===== src/rtl/irq_pkg.sv =====
// irq_pkg: shared definitions for the interrupt controller.
//   irq_state_e : dispatch FSM states (IDLE, SERVICE, HOLDOFF)
//   SRC_KEY/ETH : bit positions of each source in pending/src_id vectors
package irq_pkg;

  typedef enum logic [1:0] {
    IDLE    = 2'd0,
    SERVICE = 2'd1,
    HOLDOFF = 2'd2
  } irq_state_e;

  localparam int SRC_KEY = 0;
  localparam int SRC_ETH = 1;
  localparam int NUM_SRC = 2;

endpackage


===== src/rtl/irq_debounce.sv =====
// irq_debounce: two-flop synchroniser followed by a stability counter.
//   clk, rst_n : clock, asynchronous active-low reset
//   raw        : asynchronous input (push-key)
//   level      : debounced level; follows raw only after 2^DB_BITS
//                consecutive synchronised samples disagree with it
module irq_debounce #(
  parameter int DB_BITS = 16
) (
  input  logic clk,
  input  logic rst_n,
  input  logic raw,
  output logic level
);

  logic [1:0]         sync_q;
  logic [DB_BITS-1:0] cnt;

  // Metastability guard: raw is sampled twice before anything looks at it.
  always_ff @(posedge clk or negedge rst_n) begin
    if (!rst_n) begin
      sync_q <= '0;
    end else begin
      sync_q <= {sync_q[0], raw};
    end
  end

  // Any sample equal to the current level restarts the count, so only an
  // unbroken run of differing samples can flip the output. The flip happens
  // on the sample that would overflow the counter, i.e. the 2^DB_BITS-th one.
  always_ff @(posedge clk or negedge rst_n) begin
    if (!rst_n) begin
      cnt   <= '0;
      level <= 1'b0;
    end else if (sync_q[1] == level) begin
      cnt <= '0;
    end else if (&cnt) begin
      cnt   <= '0;
      level <= sync_q[1];
    end else begin
      cnt <= cnt + DB_BITS'(1);
    end
  end

endmodule


===== src/rtl/irq_controller.sv =====
// irq_controller: collects key and Ethernet interrupts, arbitrates
// round-robin, issues one interrupt pulse per handler invocation.
//   clk, rst_n        : clock, asynchronous active-low reset
//   key_raw           : raw push-key (debounced internally)
//   eth_irq, eth_data : Ethernet event strobe and its payload
//   key_en, eth_en    : per-source dispatch enables
//   pipe_busy         : pipeline cannot accept an interrupt this cycle
//   rti, rsi          : handler return / handler abort strobes
//   interrupt         : one-cycle dispatch pulse
//   src_data, src_id  : RDI data and one-hot id of the granted source
//   in_service        : handler active
//   pending, eth_ovf  : pending flags, sticky Ethernet overflow
module irq_controller
  import irq_pkg::*;
#(
  parameter int          DB_BITS  = 16,
  parameter logic [31:0] KEY_CODE = 32'hFFFF_FFFF
) (
  input  logic                 clk,
  input  logic                 rst_n,
  input  logic                 key_raw,
  input  logic                 eth_irq,
  input  logic [31:0]          eth_data,
  input  logic                 key_en,
  input  logic                 eth_en,
  input  logic                 pipe_busy,
  input  logic                 rti,
  input  logic                 rsi,
  output logic                 interrupt,
  output logic [31:0]          src_data,
  output logic [NUM_SRC-1:0]   src_id,
  output logic                 in_service,
  output logic [NUM_SRC-1:0]   pending,
  output logic                 eth_ovf
);

  logic               key_level;
  logic               key_level_q;
  logic               key_rise;
  logic [31:0]        eth_buf;
  irq_state_e         state;
  logic               last_grant_eth;
  logic [NUM_SRC-1:0] eligible;
  logic [NUM_SRC-1:0] set_vec;
  logic [NUM_SRC-1:0] clr_vec;
  logic               grant;
  logic               grant_eth;
  logic               rsi_eff;

  irq_debounce #(.DB_BITS(DB_BITS)) u_key_db (
    .clk   (clk),
    .rst_n (rst_n),
    .raw   (key_raw),
    .level (key_level)
  );

  // Edge detector on the debounced key: only a press raises an event.
  always_ff @(posedge clk or negedge rst_n) begin
    if (!rst_n) begin
      key_level_q <= 1'b0;
    end else begin
      key_level_q <= key_level;
    end
  end

  assign key_rise = key_level & ~key_level_q;

  // Grant decision and pending set/clear vectors. On a tie the source that
  // did not win last time is chosen. Aborts are only honoured in SERVICE.
  always_comb begin
    eligible  = pending & {eth_en, key_en};
    grant     = (state == IDLE) && (|eligible) && !pipe_busy;
    grant_eth = (&eligible) ? ~last_grant_eth : eligible[SRC_ETH];
    rsi_eff   = (state == SERVICE) && rsi;
    set_vec   = '0;
    set_vec[SRC_KEY] = key_rise;
    set_vec[SRC_ETH] = eth_irq;
    clr_vec   = {NUM_SRC{rsi_eff}};
    clr_vec[SRC_ETH] = clr_vec[SRC_ETH] | (grant & grant_eth);
    clr_vec[SRC_KEY] = clr_vec[SRC_KEY] | (grant & ~grant_eth);
  end

  // Pending flags, Ethernet payload buffer and overflow. A new event in the
  // same cycle as a clear wins, so no event is ever dropped.
  always_ff @(posedge clk or negedge rst_n) begin
    if (!rst_n) begin
      pending <= '0;
      eth_buf <= '0;
      eth_ovf <= 1'b0;
    end else begin
      pending <= set_vec | (pending & ~clr_vec);
      if (eth_irq) begin
        eth_buf <= eth_data;
      end
      if (eth_irq && pending[SRC_ETH]) begin
        eth_ovf <= 1'b1;
      end else if (rsi_eff) begin
        eth_ovf <= 1'b0;
      end
    end
  end

  // Dispatch FSM with registered outputs. HOLDOFF gives the pipeline one
  // quiet cycle after the handler returns before the next dispatch.
  always_ff @(posedge clk or negedge rst_n) begin
    if (!rst_n) begin
      state          <= IDLE;
      interrupt      <= 1'b0;
      src_data       <= '0;
      src_id         <= '0;
      in_service     <= 1'b0;
      last_grant_eth <= 1'b0;
    end else begin
      interrupt <= 1'b0;
      case (state)
        IDLE: begin
          if (grant) begin
            interrupt      <= 1'b1;
            in_service     <= 1'b1;
            last_grant_eth <= grant_eth;
            src_id         <= grant_eth ? 2'b10 : 2'b01;
            src_data       <= grant_eth ? eth_buf : KEY_CODE;
            state          <= SERVICE;
          end
        end
        SERVICE: begin
          if (rti || rsi) begin
            in_service <= 1'b0;
            state      <= HOLDOFF;
          end
        end
        HOLDOFF: begin
          state <= IDLE;
        end
        default: begin
          state <= IDLE;
        end
      endcase
    end
  end

endmodule


===== config.mk =====
export PLATFORM = sky130hd
export DESIGN_NAME = irq_controller
export DESIGN_NICKNAME = d
export VERILOG_FILES = /design/src/rtl/irq_pkg.sv /design/src/rtl/irq_debounce.sv /design/src/rtl/irq_controller.sv
export SDC_FILE = /design/constraint.sdc
export NUM_CORES = 1
export LEC_CHECK = 0
export CAP_MARGIN = 20
export CORE_UTILIZATION = 27
export DETAILED_ROUTE_END_ITERATION = 8
export PLACE_DENSITY_LB_ADDON = 0.05
export SYNTH_ARGS = -nofsm -noshare
export SYNTH_HDL_FRONTEND = slang
export SYNTH_SLANG_ARGS = --single-unit
export TNS_END_PERCENT = 20

===== constraint.sdc =====
create_clock -name clk -period 1.6 [get_ports clk]
set_clock_uncertainty 0.15 [all_clocks]
set_input_delay 0.32 -clock clk [delete_from_list [all_inputs] [get_ports clk]]
set_output_delay 0.32 -clock clk [all_outputs]
set_load 0.03 [all_outputs]

**Word level (Yosys, flattened, before mapping)**

Cells that the tools add are included.

- $add $sub $neg: 1
- Equal/unequal tests: 4
- Mux-type cells: 15
- Bitwise gates (word level): 13
- Reductions and logical operators: 16

Operators with widths:

| operator | number |
|---|---|
| $mux 16 | 2 |
| $mux 32 | 1 |
| $reduce_and 17->1 | 1 |
| $add 16x1->16 const B | 1 |
| $reduce_and 16->1 | 1 |
| $mux 1 | 7 |
| $mux 2 | 3 |
| $reduce_and 2->1 | 3 |
| $and 2x2->2 | 2 |
| $logic_and 1x1->1 | 4 |
| $not 1->1 | 4 |
| $pmux 2 s2 | 1 |
| $reduce_bool 2->1 | 2 |
| $and 1x1->1 | 3 |
| $reduce_and 3->1 | 1 |
| $eq 2x1->1 const B | 1 |
| $logic_not 2->1 | 1 |
| $ne 2x1->1 const B | 1 |
| $ne 2x2->1 const B | 1 |
| $not 2->2 | 1 |
| $or 1x1->1 | 2 |
| $or 2x2->2 | 1 |
| $pmux 1 s2 | 1 |
| $reduce_or 2->1 | 1 |
| 3 further kinds | 3 |

- Bits in registers: 94
- Bits of input ports: 41
- Output and inout bits: 39
- Logic and storage cells: 62

**Depth between registers and ports, before layout**

Gate-level depths: netlist of run 1.

- Depth in word-level cells: 9
- Mapped depth: 6
- Gate-level depth less buffers: 4

**By module**

Synthesis of run 1 repeated with hierarchy kept, for this count alone.

- Cell total of the unflattened synthesis: 258
- Area, all modules: 3643.5 um2

By module, submodules not included:

| module | times used | cells each | area each (um2) | sequential area each (um2) |
|---|---|---|---|---|
| irq_controller | 1 | 174 | 2758.9 | 1851.8 |
| irq_debounce | 1 | 84 | 884.6 | 475.5 |

**Worst setup path after synthesis of run 1**

Ideal clock, no wire load.

- Kind: register to register
- From: register pending[1]
- To: register src_data[0]
- Setup time: 0.121 ns
- Data arrival time: 1.466 ns
- Data required time: 1.329 ns
- Setup slack: -0.137 ns
- Stages on the path, launching flop included: 7
- Path buffers: 2
- Clock period less this slack: 1.737 ns
- Cells stage by stage: dfrtp_1 > a22oi_1 > nor4_2 > nand2b_1 > clkbuf_1 > buf_2 > o22a_1

- Cells in the longest elaborated chain, start to end: 5
- Elaborated cells on any way between the ends: 8
- Those cells by class: mux (2); bitwise (1); reduce/logical (5)

Ends and longest elaborated chain:

| element | line | source |
|---|---|---|
| start, declared | irq_controller.sv:33 | `output logic [NUM_SRC-1:0] pending,` |
| start signal, assigned | irq_controller.sv:91 | `pending <= set_vec \| (pending & ~clr_vec);` |
| $and 2x2->2 (*) | irq_controller.sv:71 | `eligible = pending & {eth_en, key_en};` |
| $reduce_or 2->1 | irq_controller.sv:72 | `grant = (state == IDLE) && (\|eligible) && !pipe_busy;` |
| $logic_and 1x1->1 (2 in a row) | irq_controller.sv:72 |  |
| $reduce_and 2->1 (no line) | n/a |  |
| end signal, assigned | irq_controller.sv:122 | `src_data <= grant_eth ? eth_buf : KEY_CODE;` |
| end, declared | irq_controller.sv:30 | `output logic [31:0] src_data,` |

Mark *: on every way between the ends. The rest lies on a longest branch, timed or not.
A chain may end at the register's enable or synchronous reset.

**Worst setup path after layout of run 1**

- From: register src_data[16]
- To: output port src_data[16]

No word-level cell between the ends.

==> results of run 1 <==
-- layer usage --
| layer | global-route usage, % | share of wire (%) |
|---|---|---|
| met3 | 5.20 | 6.2 |
| met5 | 0 | 0 |
| met4 | 4.56 | 1.3 |
| met1 | 15.2 | 45 |
| met2 | 20.3 | 48 |
-- cell type report --
| cell class | instances | area [sq um] | area share (%) |
|---|---|---|---|
| Sequential cell | 93 | 2330 | 45.3 |
| Multi-Input combinational cell | 142 | 1180 | 22.9 |
| Timing Repair Buffer | 107 | 1110 | 21.6 |
| Clock buffer | 12 | 246 | 4.79 |
| Tap cell | 172 | 215 | 4.18 |
| Clock inverter | 4 | 47.5 | 0.924 |
| Inverter | 5 | 18.8 | 0.365 |
-- where the power goes --
group | internal (mW) | total, mW | switching (mW) | leakage, nW
sequential | 2.70 | 2.90 | 0.206 | 1.08
clock | 1.25 | 2.09 | 0.843 | 0.143
combinational | 0.756 | 1.63 | 0.872 | 0.921
total | 4.70 | 6.62 | 1.92 | 2.14
-- what timing repair did --
item | in CTS | in global routing
cloned | 0 | 1
hold endpoints to repair | 23 | 0
endpoints found under the setup margin | 34 | 74
pin swaps | 0 | 1
gates resized for setup | 36 | 34
hold buffers | 1 | 0
-- worst min path at each step --
stage                            startpoint                            to  slack (ns)  depth (start not counted)
4_1_cts        u_key_db.sync_q[0]$_DFF_PN0_  u_key_db.sync_q[1]$_DFF_PN0_        0.21                          0
3_3_place_gp                          rst_n      src_data[18]$_DFFE_PN0P_        0.13                          1
6_report       u_key_db.sync_q[0]$_DFF_PN0_  u_key_db.sync_q[1]$_DFF_PN0_        0.20                          0
2_1_floorplan                         rst_n        eth_buf[0]$_DFFE_PN0P_       -0.13                          0
3_5_place_dp                          rst_n       eth_buf[18]$_DFFE_PN0P_        0.14                          1
5_1_grt        u_key_db.sync_q[0]$_DFF_PN0_  u_key_db.sync_q[1]$_DFF_PN0_        0.21                          0
-- flip-flops by register name, indices dropped and copies added (netlist names) --
signal	count
eth_buf	32
u_key_db.sync_q	2
u_key_db.cnt	16
pending	2
in_service	1
src_id	2
key_level_q	1
interrupt	1
src_data	32
eth_ovf	1
state	2
u_key_db.level	1
-- logic make-up (layout without fill, tap and decap cells) --
logic type	after synthesis	count (layout)	share of synthesized area, %
adders and majority gates	1	1	0.350
buffers and inverters	20	128	2.62
DFF	93	93	65.1
AOI/OAI and AO/OA	46	46	10.5
muxes	33	33	10.4
xor gates and xnor gates	13	13	3.19
and+or+nand+nor	49	49	7.88
-- metrics by stage --
step	power (mW)	instance area, sq um	std cells	TNS [ns]
after floorplan	3.81	3580	255	-0.162
after CTS	6.69	5100	534	0
after global routing	6.98	5140	535	-0.00446
final	6.62	5140	535	0
after global placement	4.70	4830	517	-10.71
after detailed placement	4.72	4830	517	-11.23
-- synthesized netlist by cell type --
cell       n  area [sq um]
a31o_1     1          8.76
nor2b_1    2          12.5
o21ai_2    1          8.76
mux2_1     5          56.3
mux2_2    28           315
and4_1     3          26.3
o21a_1     1          7.51
a21oi_1    3          15.0
buf_2      9          45.0
ha_1       1          12.5
nand4_1    5          31.3
o22a_1    32           280
or3_1      3          18.8
nor2_1    17          63.8
a22oi_1    1          7.51
xor2_1    10          87.6
a21o_1     1          7.51
o21ai_1    3          15.0
xnor2_1    3          26.3
nor4_2     1          12.5
a22o_1     1          8.76
and2_1     4          25.0
or2_2      1          6.26
buf_4      2          15.0
a32o_1     1          10.0
nand3_1    6          30.0
nand4_2    1          12.5
nand2_1    4          15.0
nand2b_1   1          6.26
clkbuf_1   4          15.0
inv_1      5          18.8
o21ai_0    1          5.00
dfrtp_1   93          2330
nand4_4    1          21.3
==> flow_summary.yaml, run 1 <==
global_route:
  grtUsageTotal_pct: 12.6
  grt_max_degree: 38
  antenna_found_initial: 0
  grt_pass1_vias: 2431
  grt_pass1_wl_mm: 12.6
  overflow: 0
setup_path:
  r2r-end: "src_data[14]$_DFFE_PN0P_"
  crit_path_end_kind: "output pin"
  cp_cell_sequence: "dlygate4sd2_1"
  worstSetupPathType: "reg2out"
  critPathArrivalTime_ns: 1.09
  startpoint: "src_data[16]$_DFFE_PN0P_"
  cp.required_ns: 1.13
  crit_cells: 1
  rrSetupSlack_ns: 0.09
  critPathTopFamily: "buffers and inverters"
  critical_path.max_stage_delay_ns: 0.40
  crit_path_end: "src_data[16]"
  r2r_start: "pending[1]$_DFF_PN0_"
  reg2reg_depth: 5
  cp.buffers_inverters: 1
  cp_slowest_cell: "dlygate4sd2_1"
  cp-start-kind: "register"
  path_max_fanout: 2
clock_tree:
  clockRootBuffer: "clkbuf_16"
  cts_max_path_buffers: 2
  cts_buffers: 9
  cts_tree: "done"
  cts_setup_buffers: 0
  htree_levels: 3
  clk_pin_slew_ns: 0.06
  clock_sinks: 93
  clk_latency_ns: 0.33
detailed_routing:
  final_antenna_net_count: 0
  first_pass_iters: 4
  initialDrtViolationCount: 49
  routed_wl_mm: 7.98
  viasPerCell: 4.40
  drc: 0
  post_drt_wl_per_cell_um: 14.9
  via_count: 2353
timing:
  hold_ws_ns: 0.203
  relSlewSlack_pct: 71.7
  worst_pin_slew_ns: 0.424
  report.final.slew_viol_count: 0
  finalSetupViolations: 0
  fin_crit_sh_pct: 97.5
  setup_slack_ns: 0.0400
  period_needed_ns: 1.56
  grt_setup_unrepaired: "yes"
  finalHoldViolCount: 0
  fmax_mhz: 641
cells_and_area:
  nFillCells: 1221
  nNetsFinal: 400
  final_cell_mix: "dfrtp_1 (91), clkdlybuf4s50_1 (38), o22a_1 (32)"
  drive_above_1_share_pct: 25.1
  antenna_cells: 0
  area_delta_synth_final_pct: 43.9
  final_common_cell: "dfrtp_1"
  fin_util_pct: 40.3
floorplanning:
  num_io_pins: 80
  initial_core_util_pct: 28.0
  num_rows: 41
  core_area_sq_mm: 0.0128
  die_w_um: 117
  dieArea_sq_mm: 0.0137
  die_h_um: 117
yosys:
  ys_ff_latch: 93
  synth_warnings: 0
  synth_cells: 255
  ys_seq_area_share_pct: 65.1
  syn-num-nets: 297
  synthDistinctLibCells: 34
  mappedNetlistArea_sq_mm: 0.00357
  avgSynthCellArea_sq_um: 14.0
placement:
  place_ws_ns: -0.314
  dp_hpwl_mm: 5.21
  place_congestion: 0.676
  portBuffers: 79
power_and_ir_drop:
  power.static_leakage_nw: 2.14
  power_density_mw_per_mm2: 1290
  worst_ir_drop_vdd_mv: 0.614
job:
  max_cap_viol_count: 0
worst_hold_path:
  min_path_type: "reg2reg"
outcome:
  status: "completed"
Power figures use the tool's default switching activity.
==> run 2: changes to the inputs <==
CTS_CLUSTER_DIAMETER = 30   (was default)
==> results of run 2 <==
The final DEF is identical to that of run 1; final timing and power are the same.
==> run 3: changes to the inputs <==
SLEW_MARGIN = 25   (was default)
==> results of run 3 <==
The final DEF is identical to that of run 1; final timing and power are the same.
